===== config.mk =====
export PLATFORM = sky130hd
export DESIGN_NAME = scroll_sequencer
export DESIGN_NICKNAME = d
export VERILOG_FILES = /design/src/rtl/scroll_sequencer.sv
export SDC_FILE = /design/constraint.sdc
export NUM_CORES = 1
export LEC_CHECK = 0
export CORE_ASPECT_RATIO = 0.8
export CORE_MARGIN = 2
export CORE_UTILIZATION = 45
export DETAILED_ROUTE_END_ITERATION = 16
export DONT_BUFFER_PORTS = 1
export PLACE_DENSITY = 0.68
export SETUP_SLACK_MARGIN = 0.4
export SYNTH_ARGS = -nofsm -noshare
export SYNTH_HDL_FRONTEND = slang
export SYNTH_SLANG_ARGS = --single-unit

===== constraint.sdc =====
create_clock -name CLK -period 11.96 [get_ports CLK]
set_clock_uncertainty 0.2 [all_clocks]
set_input_delay 2.392 -clock CLK [delete_from_list [all_inputs] [get_ports CLK]]
set_output_delay 2.392 -clock CLK [all_outputs]
set_load 0.02 [all_outputs]

===== src/rtl/scroll_sequencer.sv =====
// scroll_sequencer: holds a 16-entry message buffer and slides a 4-character
// window across it at a prescaled step rate. The window pauses at position 0
// for a fixed number of steps after each pass. All outputs are registered.
module scroll_sequencer #(
  parameter int TICK_DIV   = 12_500_000,
  parameter int HOLD_STEPS = 4
) (
  input  logic        CLK,
  input  logic        RESET,
  input  logic        wr_en,
  input  logic [3:0]  wr_addr,
  input  logic [4:0]  wr_data,
  input  logic [4:0]  msg_len,
  input  logic        start,
  input  logic        stop,
  output logic        busy,
  output logic [15:0] win_digits,
  output logic [3:0]  win_blank,
  output logic [3:0]  pos,
  output logic        step
);

  typedef enum logic [1:0] {IDLE, SCROLL, HOLD} state_t;

  localparam logic [23:0] TICK_LAST = 24'(TICK_DIV - 1);
  localparam logic [3:0]  HOLD_LAST = 4'(HOLD_STEPS);

  state_t      state_reg, state_next;
  logic [23:0] prescale_reg, prescale_next;
  logic [3:0]  pos_reg, pos_next;
  logic [4:0]  len_reg, len_next;
  logic [3:0]  hold_reg, hold_next;
  logic [15:0] digits_reg, digits_next;
  logic [3:0]  blank_reg, blank_next;
  logic        step_reg, step_next;

  logic [4:0]  msg_buf [16];

  logic        tick;
  logic [3:0]  pos_inc;
  logic [3:0]  hold_inc;
  logic [4:0]  len_clamp;
  logic [3:0]  load_pos;
  logic [4:0]  len_view;
  logic [15:0] win_digits_w;
  logic [3:0]  win_blank_w;

  // Reduce (base) into 0..len-1; base never exceeds 18 and len is at least 1,
  // so three conditional subtractions always suffice (worst case len = 1).
  function automatic logic [3:0] wrap_idx(input logic [4:0] base, input logic [4:0] len);
    logic [4:0] idx;
    idx = base;
    for (int k = 0; k < 3; k++) begin
      if (idx >= len) idx = idx - len;
    end
    return idx[3:0];
  endfunction

  assign tick      = (prescale_reg == TICK_LAST);
  assign pos_inc   = (({1'b0, pos_reg} + 5'd1) >= len_reg) ? 4'd0 : pos_reg + 4'd1;
  assign hold_inc  = hold_reg + 4'd1;
  assign len_clamp = (msg_len == 5'd0) ? 5'd1 : ((msg_len > 5'd16) ? 5'd16 : msg_len);

  // The window about to be loaded: position 0 with the fresh length on start,
  // the advanced position on a scroll tick, the current position while holding.
  assign load_pos = (state_reg == SCROLL) ? pos_inc :
                    ((state_reg == HOLD) ? pos_reg : 4'd0);
  assign len_view = (state_reg == IDLE) ? len_clamp : len_reg;

  genvar gi;

  // Message buffer: plain registers so every entry can reset to blank.
  generate
    for (gi = 0; gi < 16; gi++) begin : g_buf
      always_ff @(posedge CLK) begin
        if (RESET)
          msg_buf[gi] <= 5'h10;
        else if (wr_en && (wr_addr == 4'(gi)))
          msg_buf[gi] <= wr_data;
      end
    end
  endgenerate

  // Window fetch: digit gi (0 = leftmost) shows buffer[(load_pos + gi) mod len].
  generate
    for (gi = 0; gi < 4; gi++) begin : g_win
      logic [4:0] entry;
      assign entry = msg_buf[wrap_idx({1'b0, load_pos} + 5'(gi), len_view)];
      assign win_digits_w[15 - 4*gi -: 4] = entry[3:0];
      assign win_blank_w[3 - gi]          = entry[4];
    end
  endgenerate

  // State register.
  always_ff @(posedge CLK) begin
    if (RESET) state_reg <= IDLE;
    else       state_reg <= state_next;
  end

  // Next-state logic: stop dominates, start only matters from IDLE.
  always_comb begin
    state_next = state_reg;
    if (stop) begin
      state_next = IDLE;
    end else begin
      case (state_reg)
        IDLE:    if (start) state_next = SCROLL;
        SCROLL:  if (tick && (pos_inc == 4'd0)) state_next = HOLD;
        HOLD:    if (tick && (hold_inc == HOLD_LAST)) state_next = SCROLL;
        default: state_next = IDLE;
      endcase
    end
  end

  // Output/datapath next values: prescaler, position, hold count and window.
  always_comb begin
    prescale_next = prescale_reg;
    pos_next      = pos_reg;
    len_next      = len_reg;
    hold_next     = hold_reg;
    digits_next   = digits_reg;
    blank_next    = blank_reg;
    step_next     = 1'b0;
    if (stop) begin
      prescale_next = '0;
      pos_next      = 4'd0;
      hold_next     = 4'd0;
      digits_next   = 16'h0000;
      blank_next    = 4'hF;
    end else begin
      case (state_reg)
        IDLE: begin
          if (start) begin
            len_next      = len_clamp;
            prescale_next = '0;
            pos_next      = 4'd0;
            hold_next     = 4'd0;
            digits_next   = win_digits_w;
            blank_next    = win_blank_w;
            step_next     = 1'b1;
          end
        end
        SCROLL: begin
          prescale_next = tick ? '0 : prescale_reg + 24'd1;
          if (tick) begin
            pos_next    = pos_inc;
            hold_next   = 4'd0;
            digits_next = win_digits_w;
            blank_next  = win_blank_w;
            step_next   = 1'b1;
          end
        end
        HOLD: begin
          prescale_next = tick ? '0 : prescale_reg + 24'd1;
          if (tick) begin
            hold_next   = hold_inc;
            digits_next = win_digits_w;
            blank_next  = win_blank_w;
            step_next   = 1'b1;
          end
        end
        default: ;
      endcase
    end
  end

  // Datapath registers.
  always_ff @(posedge CLK) begin
    if (RESET) begin
      prescale_reg <= '0;
      pos_reg      <= 4'd0;
      len_reg      <= 5'd1;
      hold_reg     <= 4'd0;
      digits_reg   <= 16'h0000;
      blank_reg    <= 4'hF;
      step_reg     <= 1'b0;
    end else begin
      prescale_reg <= prescale_next;
      pos_reg      <= pos_next;
      len_reg      <= len_next;
      hold_reg     <= hold_next;
      digits_reg   <= digits_next;
      blank_reg    <= blank_next;
      step_reg     <= step_next;
    end
  end

  assign busy       = (state_reg != IDLE);
  assign win_digits = digits_reg;
  assign win_blank  = blank_reg;
  assign pos        = pos_reg;
  assign step       = step_reg;

endmodule


==> metrics.yaml <==
post-route-drc-count: 0
cpPeakStageDelay_ns: 0.60
timing.fmax_ghz: 0.09833
antenna_found_initial: 0
clockPowerShare_pct: 15.1
cts_tree: "yes"
ff2ff_path_depth: 35
crit_required_ns: 12.07
synth_area_mm2: 0.01206
crit_fanout: 24
yosys_warnings: 0
ant_nets: 0
port_buffers: 0
p_int_mw: 1.758
yosysMostFrequentCell: "nand2_1"
rr_endpoint: "win_digits[9]$_SDFFE_PP0P_"
switchingPower_mw: 1.771
yosysSeqAreaShare_pct: 29.89
rr_startpoint: "pos[1]$_SDFFE_PP0P_"
rows: 53
rsz0062_at_grt: "false"
cts_buffer_depth: 2
ys_types: 76
nets: 1458
place_hpwl_mm: 27.84
finalHoldViolations: 0
synth_nets: 1481
synthesis.instances: 1377
crit_slowest_cell: "a31oi_4"
via_per_inst: 6.300
area_growth_pct: 7.494
post_cts_buffers: 0
firstDrtPassIters: 9
start_kind: "flop"
synthTopCellsByCount: "nand2_1, mux2i_1, a21oi_1, nor2_1, and2_1"
hold_depth: 2
setup_violations: 0
start_util_pct: 45.79
clk_latency_ns: 0.44
cts_hold_buf: 0
relSlewSlack_pct: 13.60
grt_pass1_wl_mm: 56.82
final_area_mm2: 0.01296
crit_family: "compound AO/OA/AOI/OAI gates"
place_congestion: 1.042
grt_usage_pct: 26.21
die_y_um: 150.4
worst-path-buf-inv: 4
ys_seq_elements: 140
critPathMostFrequentCell: "ha_1"
via_count: 10860
synth_area_leaders: "edfxtp_1, mux2i_1, dfxtp_1, ha_1, nand2_1"
numCtsBuffers: 17
worst_ep_arrival_time_ns: 10.28
hold_start: "hold_reg[1]$_SDFFE_PP0P_"
async_reset_ff_share_pct: 0
setup_tns_ns: 0
dieArea_mm2: 0.02812
clock_sinks: 140
finalWirelength_mm: 37.10
grt_max_degree: 36
synth_top_area_share_pct: 19.93
finalCritPeriodShare_pct: 85.04
ios: 45
r2r_slack_ns: 1.79
worstMarginPinSlew_ns: 1.296
status: "completed"
dr.first_iter.drc_count: 1240
synthFlopType: "edfxtp_1"
dpl_cell_area_mm2: 0.01237
cts_resized: 0
path_clk_slew_ns: 0.06
vdd_drop_max_mv: 0.1480
drv_cap: 0
grt.overflow.total: 0
drive_above_1_share_pct: 6.364
netSwitchingFraction_pct: 50.18
wl_per_cell_um: 21.52
fp.dieW_um: 187.0
grt_pass1_vias: 10030
largest_reg_flops: 80
leakage_nw: 5.166
power_density_mw_per_mm2: 272.3
cts-root-buf: "clkbuf_16"
yosysTopAreaCell: "edfxtp_1"
worstSetupPathType: "flop to flop"
hp-class: "flop to flop"
seqPwrFrac_pct: 18.2
endpoint_kind: "flop"
antenna_cells: 0
power_frac_comb_pct: 66.7
slew_violations: 0
min_period_ns: 10.17
synth_edf_count: 80
core_mm2: 0.02633
min_to: "hold_reg[1]$_SDFFE_PP0P_"
cts_max_level: 4
synth.avg_cell_area_um2: 8.755
-- layer usage --
layer / up-vias / GRT usage (%) / routed length [um]
met4: 0 / 7.698 / 895
met5: - / 0 / 0
met2: 580 / 37.57 / 14890
li1: 5072 / - / -
met1: 5121 / 36.67 / 16380
met3: 89 / 9.627 / 4935
-- power groups by stage --
stage / Combinational (mW) / Sequential [mW] / Clock (mW)
after floorplan: 1.82 / 0.609 / 0
after global placement: 2.23 / 0.647 / 0
after detailed placement: 2.26 / 0.647 / 0
after CTS: 2.27 / 0.636 / 0.539
after global routing: 2.52 / 0.643 / 0.559
final: 2.35 / 0.643 / 0.534
-- kinds of logic (layout without fill, tap and decap cells) --
group | after synthesis | count (layout) | share of synthesized area, %
multiplexers | 147 | 147 | 12.43
flip-flops | 140 | 140 | 29.89
AO/OA/AOI/OAI | 365 | 365 | 20.74
XOR/XNOR | 51 | 51 | 3.768
AND/OR/NAND/NOR | 484 | 484 | 19.81
adder cells (fa/ha/maj) | 85 | 85 | 9.569
buffers and inverters | 105 | 95 | 3.788
-- worst max-delay path by stage --
stage                             start                     endpoint  slack [ns]  depth (start not counted)
finish              pos[1]$_SDFFE_PP0P_   win_digits[9]$_SDFFE_PP0P_        1.79                         35
detailed placement           msg_len[1]   win_digits[9]$_SDFFE_PP0P_        1.92                         26
global route        pos[0]$_SDFFE_PP0P_   win_digits[9]$_SDFFE_PP0P_        1.28                         35
CTS                 pos[1]$_SDFFE_PP0P_   win_digits[9]$_SDFFE_PP0P_        1.99                         35
floorplan                    msg_len[1]  win_digits[11]$_SDFFE_PP0P_        2.92                         27
global placement             msg_len[1]   win_digits[9]$_SDFFE_PP0P_        2.03                         26
-- tightest hold or removal path, stage by stage (launching register included) --
cell and delay, ns:
dfxtp_1 0.32, nand2_1 0.06, a21oi_1 0.05
-- stage by stage --
| stage | cells | hold WS (ns) | power, mW | setup WS (ns) | utilization [%] |
|---|---|---|---|---|---|
| after floorplan | 1377 | 0.2492 | 2.428 | 2.924 | - |
| after global placement | 1692 | 0.2606 | 2.881 | 2.034 | 47.00 |
| after detailed placement | 1692 | 0.2630 | 2.908 | 1.919 | 47.00 |
| after CTS | 1724 | 0.2715 | 3.447 | 1.991 | 49.22 |
| after global routing | 1724 | 0.2857 | 3.718 | 1.277 | 49.22 |
| final | 1724 | 0.2708 | 3.529 | 1.790 | 49.22 |
-- cell type report --
type,instances,area (um^2)
tap,357,446.7
sequential,140,3603
multi-input combinational,1132,8030
timing repair buffer,15,112.6
clock buffer,18,429.2
inverter,48,180.2
fill,2480,13370
clock inverter,14,156.4
-- cells in the final DEF, fill, tap and decap left out, drive strengths merged, types with 11 or more instances in the layout --
cell and count:
a32oi 11, dfxtp 60, nand3 36, mux2i 131, xor2 21, fa 12, a22oi 13, a211oi 26
o21bai 14, mux2 16, xnor2 30, ha 73, nand2b 24, nand2 150, nor2 84, nor3 32
a21oi 86, nor2b 17, edfxtp 80, a31oi 30, and2 83, a21o 28, o21ai 61, clkbuf 18
inv 55, or3 18, buf 15
(Power assumes the default switching activity.)
==> RTL change 1, RTL diff (same settings) <==
Register the inputs `wr_en`, `wr_addr`, `wr_data`, `msg_len`, `start` and `stop` before use, without a reset. The logic sees them one clock later.
--- a/src/rtl/scroll_sequencer.sv
+++ b/src/rtl/scroll_sequencer.sv
@@ -27,2 +27,18 @@
 
+  logic wr_en_q;
+  logic [3:0] wr_addr_q;
+  logic [4:0] wr_data_q;
+  logic [4:0] msg_len_q;
+  logic start_q;
+  logic stop_q;
+
+  always_ff @(posedge CLK) begin
+    wr_en_q   <= wr_en;
+    wr_addr_q <= wr_addr;
+    wr_data_q <= wr_data;
+    msg_len_q <= msg_len;
+    start_q   <= start;
+    stop_q    <= stop;
+  end
+
   state_t      state_reg, state_next;
@@ -61,3 +77,3 @@
   assign hold_inc  = hold_reg + 4'd1;
-  assign len_clamp = (msg_len == 5'd0) ? 5'd1 : ((msg_len > 5'd16) ? 5'd16 : msg_len);
+  assign len_clamp = (msg_len_q == 5'd0) ? 5'd1 : ((msg_len_q > 5'd16) ? 5'd16 : msg_len_q);
 
@@ -77,4 +93,4 @@
           msg_buf[gi] <= 5'h10;
-        else if (wr_en && (wr_addr == 4'(gi)))
-          msg_buf[gi] <= wr_data;
+        else if (wr_en_q && (wr_addr_q == 4'(gi)))
+          msg_buf[gi] <= wr_data_q;
       end
@@ -102,3 +118,3 @@
     state_next = state_reg;
-    if (stop) begin
+    if (stop_q) begin
       state_next = IDLE;
@@ -106,3 +122,3 @@
       case (state_reg)
-        IDLE:    if (start) state_next = SCROLL;
+        IDLE:    if (start_q) state_next = SCROLL;
         SCROLL:  if (tick && (pos_inc == 4'd0)) state_next = HOLD;
@@ -123,3 +139,3 @@
     step_next     = 1'b0;
-    if (stop) begin
+    if (stop_q) begin
       prescale_next = '0;
@@ -132,3 +148,3 @@
         IDLE: begin
-          if (start) begin
+          if (start_q) begin
             len_next      = len_clamp;
Formal check against the unedited RTL: not equivalent (a bounded check fails within 4 cycles, from zero or initial values and one cycle with RESET high).
==> RTL change 1 against the original RTL <==
  * Synthesized area grew 2.1%
  * Power shrank 8.3%
  * Wire length shrank 1.1%
  * Setup slack lost 0.012 ns
  * Design area grew 2.0%
  * Global-route usage shrank 0.63 points
  * Sequential power grew 7.2%
  * Largest power group unchanged
  * Sequential cell count grew 17
  * Utilization shrank 0.46 points
  * Highest routed layer unchanged
  * Critical path depth shrank 3
==> RTL change 1: results (changes against the original RTL) <==
place_ws_ns: 1.89  # -0.0279 ns
drive_above_1_share_pct: 8.35  # +2.0 points
irDropWorstVdd_v: 0.000267  # +80%
post_cts_buffers: 0  # unchanged
dp.final_hpwl_um: 27300  # -1.9%
yosys.area.top_type: "edfxtp_1"
max_slew_margin_pct: 20.7  # +7.1 points
cp_slowest_cell: "mux2_2"
synth_common_cells: "nand2_1, mux2i_1, a21oi_1, and2_1, edfxtp_1"
reg2reg_depth: 32  # -8.6%
grt_usage_pct: 25.6  # -0.63 points
synth_nets: 1455  # -1.8%
dr.pass1.iters: 6  # -3
routed_wl_um: 36700  # -1.1%
final_net_count: 1432  # -1.8%
grt_pass1_wl_um: 56900  # +0.19%
grt_pass1_vias: 9953  # -0.76%
status: "finished, final reports clean"
viasPerCell: 6.25  # -0.78%
path_max_fanout: 29  # +21%
cp.arrival_ns: 10.30  # +0.02 ns
grt_max_degree: 41  # +14%
synthTopCellsByArea: "edfxtp_1, dfxtp_1, mux2i_1"
crit_path_max_incr_delay_ns: 0.85  # +0.25 ns
ys_warn_count: 0  # unchanged
yosysSeqAreaShare_pct: 32.0  # +2.2 points
synthArstFlopShare_pct: 0  # unchanged
drt_iter0_markers: 1528  # +23%
ys_types: 84  # +11%
reg2reg_to: "win_blank[0]"
leakage_nw: 5.33  # +3.1%
RTL change 1: logic make-up after synthesis:
logic type,count (synthesis),share of synthesized area [%]
XOR/XNOR,52,3.70
multiplexers,140,12.8
buffers and inverters,103,3.70
adder cells (fa/ha/maj),85,9.37
AO/OA/AOI/OAI,336,18.8
AND/OR/NAND/NOR,478,19.6
flip-flops,157,32.0
RTL change 1: final cells by class:
cell class,instances,area [um2]
Clock inverter,15,169
Tap cell,364,455
Clock buffer,17,425
Inverter,46,173
Sequential cell,157,3940
Timing Repair Buffer,15,113
Multi-Input combinational cell,1091,7930
Fill cell,2492,13900
RTL change 1: critical path: cells and delay by family, from the launching register on:
kind                       cells  cell delay (ns)
DFF                            1             0.75
xor gates and xnor gates       1             0.30
muxes                          3             1.88
AOI/OAI and AO/OA             10             2.74
buffers and inverters          1             0.19
adders and majority gates      6             1.85
and+or+nand+nor               11             2.16
RTL change 1: worst max-delay path by stage:
stage	startpoint	endpoint	slack (ns)	depth (start not counted)
after CTS	pos[0]	win_blank[0]	1.87	32
final	pos[0]	win_blank[0]	1.78	32
after floorplan	pos[0]	win_digits[10]	3.72	35
after global routing	pos[0]	win_digits[13]	0.96	31
after detailed placement	pos[0]	win_blank[0]	1.89	32
after global placement	pos[0]	win_blank[0]	2.18	32
RTL change 1: stage by stage:
step / hold WS [ns] / area (um2) / instances / util, %
2_1_floorplan: 0.249 / 12300 / 1351 / -
3_3_place_gp: 0.254 / 12600 / 1673 / 46.6
3_5_place_dp: 0.265 / 12600 / 1673 / 46.6
4_1_cts: 0.274 / 13200 / 1705 / 48.8
5_1_grt: 0.295 / 13200 / 1705 / 48.8
6_report: 0.276 / 13200 / 1705 / 48.8
RTL change 1: layer usage:
metal	track usage [%]	up-vias	part of all wire, %
met5	0	-	0
met4	7.25	0	1.8
met3	7.74	54	12
met2	34.6	572	39
met1	38.8	5070	47
li1	-	4963	-
RTL change 1: where the power goes:
group / switching, mW / internal, mW
clock network: 0.269 / 0.281
registers: 0.0838 / 0.605
logic: 1.18 / 0.819
==> RTL change 2, RTL diff (config.mk and constraints unchanged) <==
Made on the original files. `TICK_DIV`: 12_500_000 -> 6_250_000.
--- a/src/rtl/scroll_sequencer.sv
+++ b/src/rtl/scroll_sequencer.sv
@@ -4,3 +4,3 @@
 module scroll_sequencer #(
-  parameter int TICK_DIV   = 12_500_000,
+  parameter int TICK_DIV   = 6_250_000,
   parameter int HOLD_STEPS = 4
Formal check against the unedited RTL: same outputs for any inputs over 4 cycles, from zero or initial values and one cycle with RESET high; that may be too few to reach the edited logic, so the function may still have changed.
==> RTL change 2 against the original RTL <==
  * Power grew 6.4%
  * Critical path depth shrank 5
  * Sequential cell count is the same
  * Design area grew 2.3%
  * Fmax shrank 0.61%
  * Synthesized area grew 2.6%
  * Sequential share of layout area shrank 0.62 points
  * Wire length grew 5.2%
  * Setup slack lost 0.063 ns
  * Hold slack gained 0.0062 ns
  * Synthesized cell count grew 6.1%
  * Critical path type unchanged
  * Critical endpoint is now win_digits[7]
  * Largest cell class unchanged
==> RTL change 2: results (changes against the original RTL) <==
p_sw_share_pct: 51.5  # +1.3 points
grt_usage_pct: 26.7  # +0.52 points
yosysSeqAreaShare_pct: 29.1  # -0.77 points
sh_seq_area_pct: 27.2  # -0.62 points
clock_cell_area_share_pct: 4.44  # -0.081 points
post_cts_resized: 0  # unchanged
synthXorXnorAreaFrac_pct: 3.19  # -0.58 points
synth-compound-area-share_pct: 21.7  # +0.96 points
internal_power_mw: 1.82  # +3.6%
drt_iter0_markers: 1293  # +4.3%
grt_pass1_wl_um: 60200  # +6.0%
dr_wl_met2_um: 16100  # +7.9%
cp_slowest_cell: "o21ai_0"
criticalPathCategory: "register to register"
max_slew_margin_pct: 19.4  # +5.8 points
gr-usage-met2_pct: 38.1  # +0.58 points
dp.final_hpwl_um: 28800  # +3.5%
num-nonclk-inverters: 56  # +17%
multi_input_area_um2: 8250  # +2.8%
use_met1_pct: 38.0  # +1.3 points
status: "finished, final reports clean"
dr.pass1.iters: 8  # -1
nonClkBufAreaFrac_pct: 1.08  # +0.21 points
cp_top_family: "compound AO/OA/AOI/OAI gates"
routed_wl_um: 39000  # +5.2%
syn_inst: 1461  # +6.1%
place_ws_ns: 1.81  # -0.105 ns
grt_max_degree: 43  # +19%
multi_input_cells: 1200  # +6.0%
reg2reg_depth: 30  # -14%
vias: 11400  # +5.4%
irDropWorstVdd_v: 0.000213  # +44%
use_met3_pct: 9.44  # -0.18 points
synthTopCellsByArea: "edfxtp_1, dfxtp_1, mux2i_1"
path_max_fanout: 22  # -8.3%
buffers: 19  # +4
met1_length_um: 16800  # +2.5%
synth_nets: 1565  # +5.7%
highest_layer: "met5"
ys_types: 87  # +14%
detail_route.wl_per_cell_um: 21.6  # +0.16%
synth_fa_ha_area_share_pct: 9.32  # -0.25 points
reg2reg_slack_ns: 1.73  # -0.06 ns
fillers: 2568  # +3.5%
synth_common_cells: "nand2_1, mux2i_1, a21oi_1, edfxtp_1, and2_1"
gp_congestion: 1.04  # +0.17%
wl_met3_um: 5190  # +5.2%
r2r_start: "pos[0]"
synth.area.mux_share_pct: 10.7  # -1.7 points
reg2reg_to: "win_digits[7]"
period_minus_slack_ns: 10.23  # +0.0628 ns
crit_path_max_incr_delay_ns: 0.91  # +0.31 ns
leakage_nw: 5.22  # +0.98%
comb_power_share_pct: 69.0  # +2.3 points
clkLatencyLatePin_ns: 0.43
[RTL change 2: worst min-delay path, stage by stage (launching register included)]
cell	delay, ns
dfxtp_1	0.33
nand2_1	0.06
a21oi_1	0.05
[RTL change 2: how the worst min path moves through the flow]
stage / from / to / slack [ns] / cells after the start
2_1_floorplan: len_reg[1] / len_reg[1] / 0.25 / 2
3_3_place_gp: len_reg[3] / len_reg[3] / 0.26 / 2
3_5_place_dp: len_reg[3] / len_reg[3] / 0.26 / 2
4_1_cts: len_reg[3] / len_reg[3] / 0.27 / 2
5_1_grt: len_reg[4] / len_reg[4] / 0.30 / 2
6_report: len_reg[3] / len_reg[3] / 0.28 / 2
[RTL change 2: per-stage QoR]
step	utilization, %	cell area, um2
final	48.8	13300
after global routing	48.8	13300
after CTS	48.8	13300
after detailed placement	46.6	12700
after global placement	46.6	12700
after floorplan	-	12400
[RTL change 2: cell families after synthesis]
family / after synthesis
flops: 140
simple gates: 550
compound gates: 393
fa+ha+maj: 85
buf+inv: 121
xor+xnor: 45
mux: 127
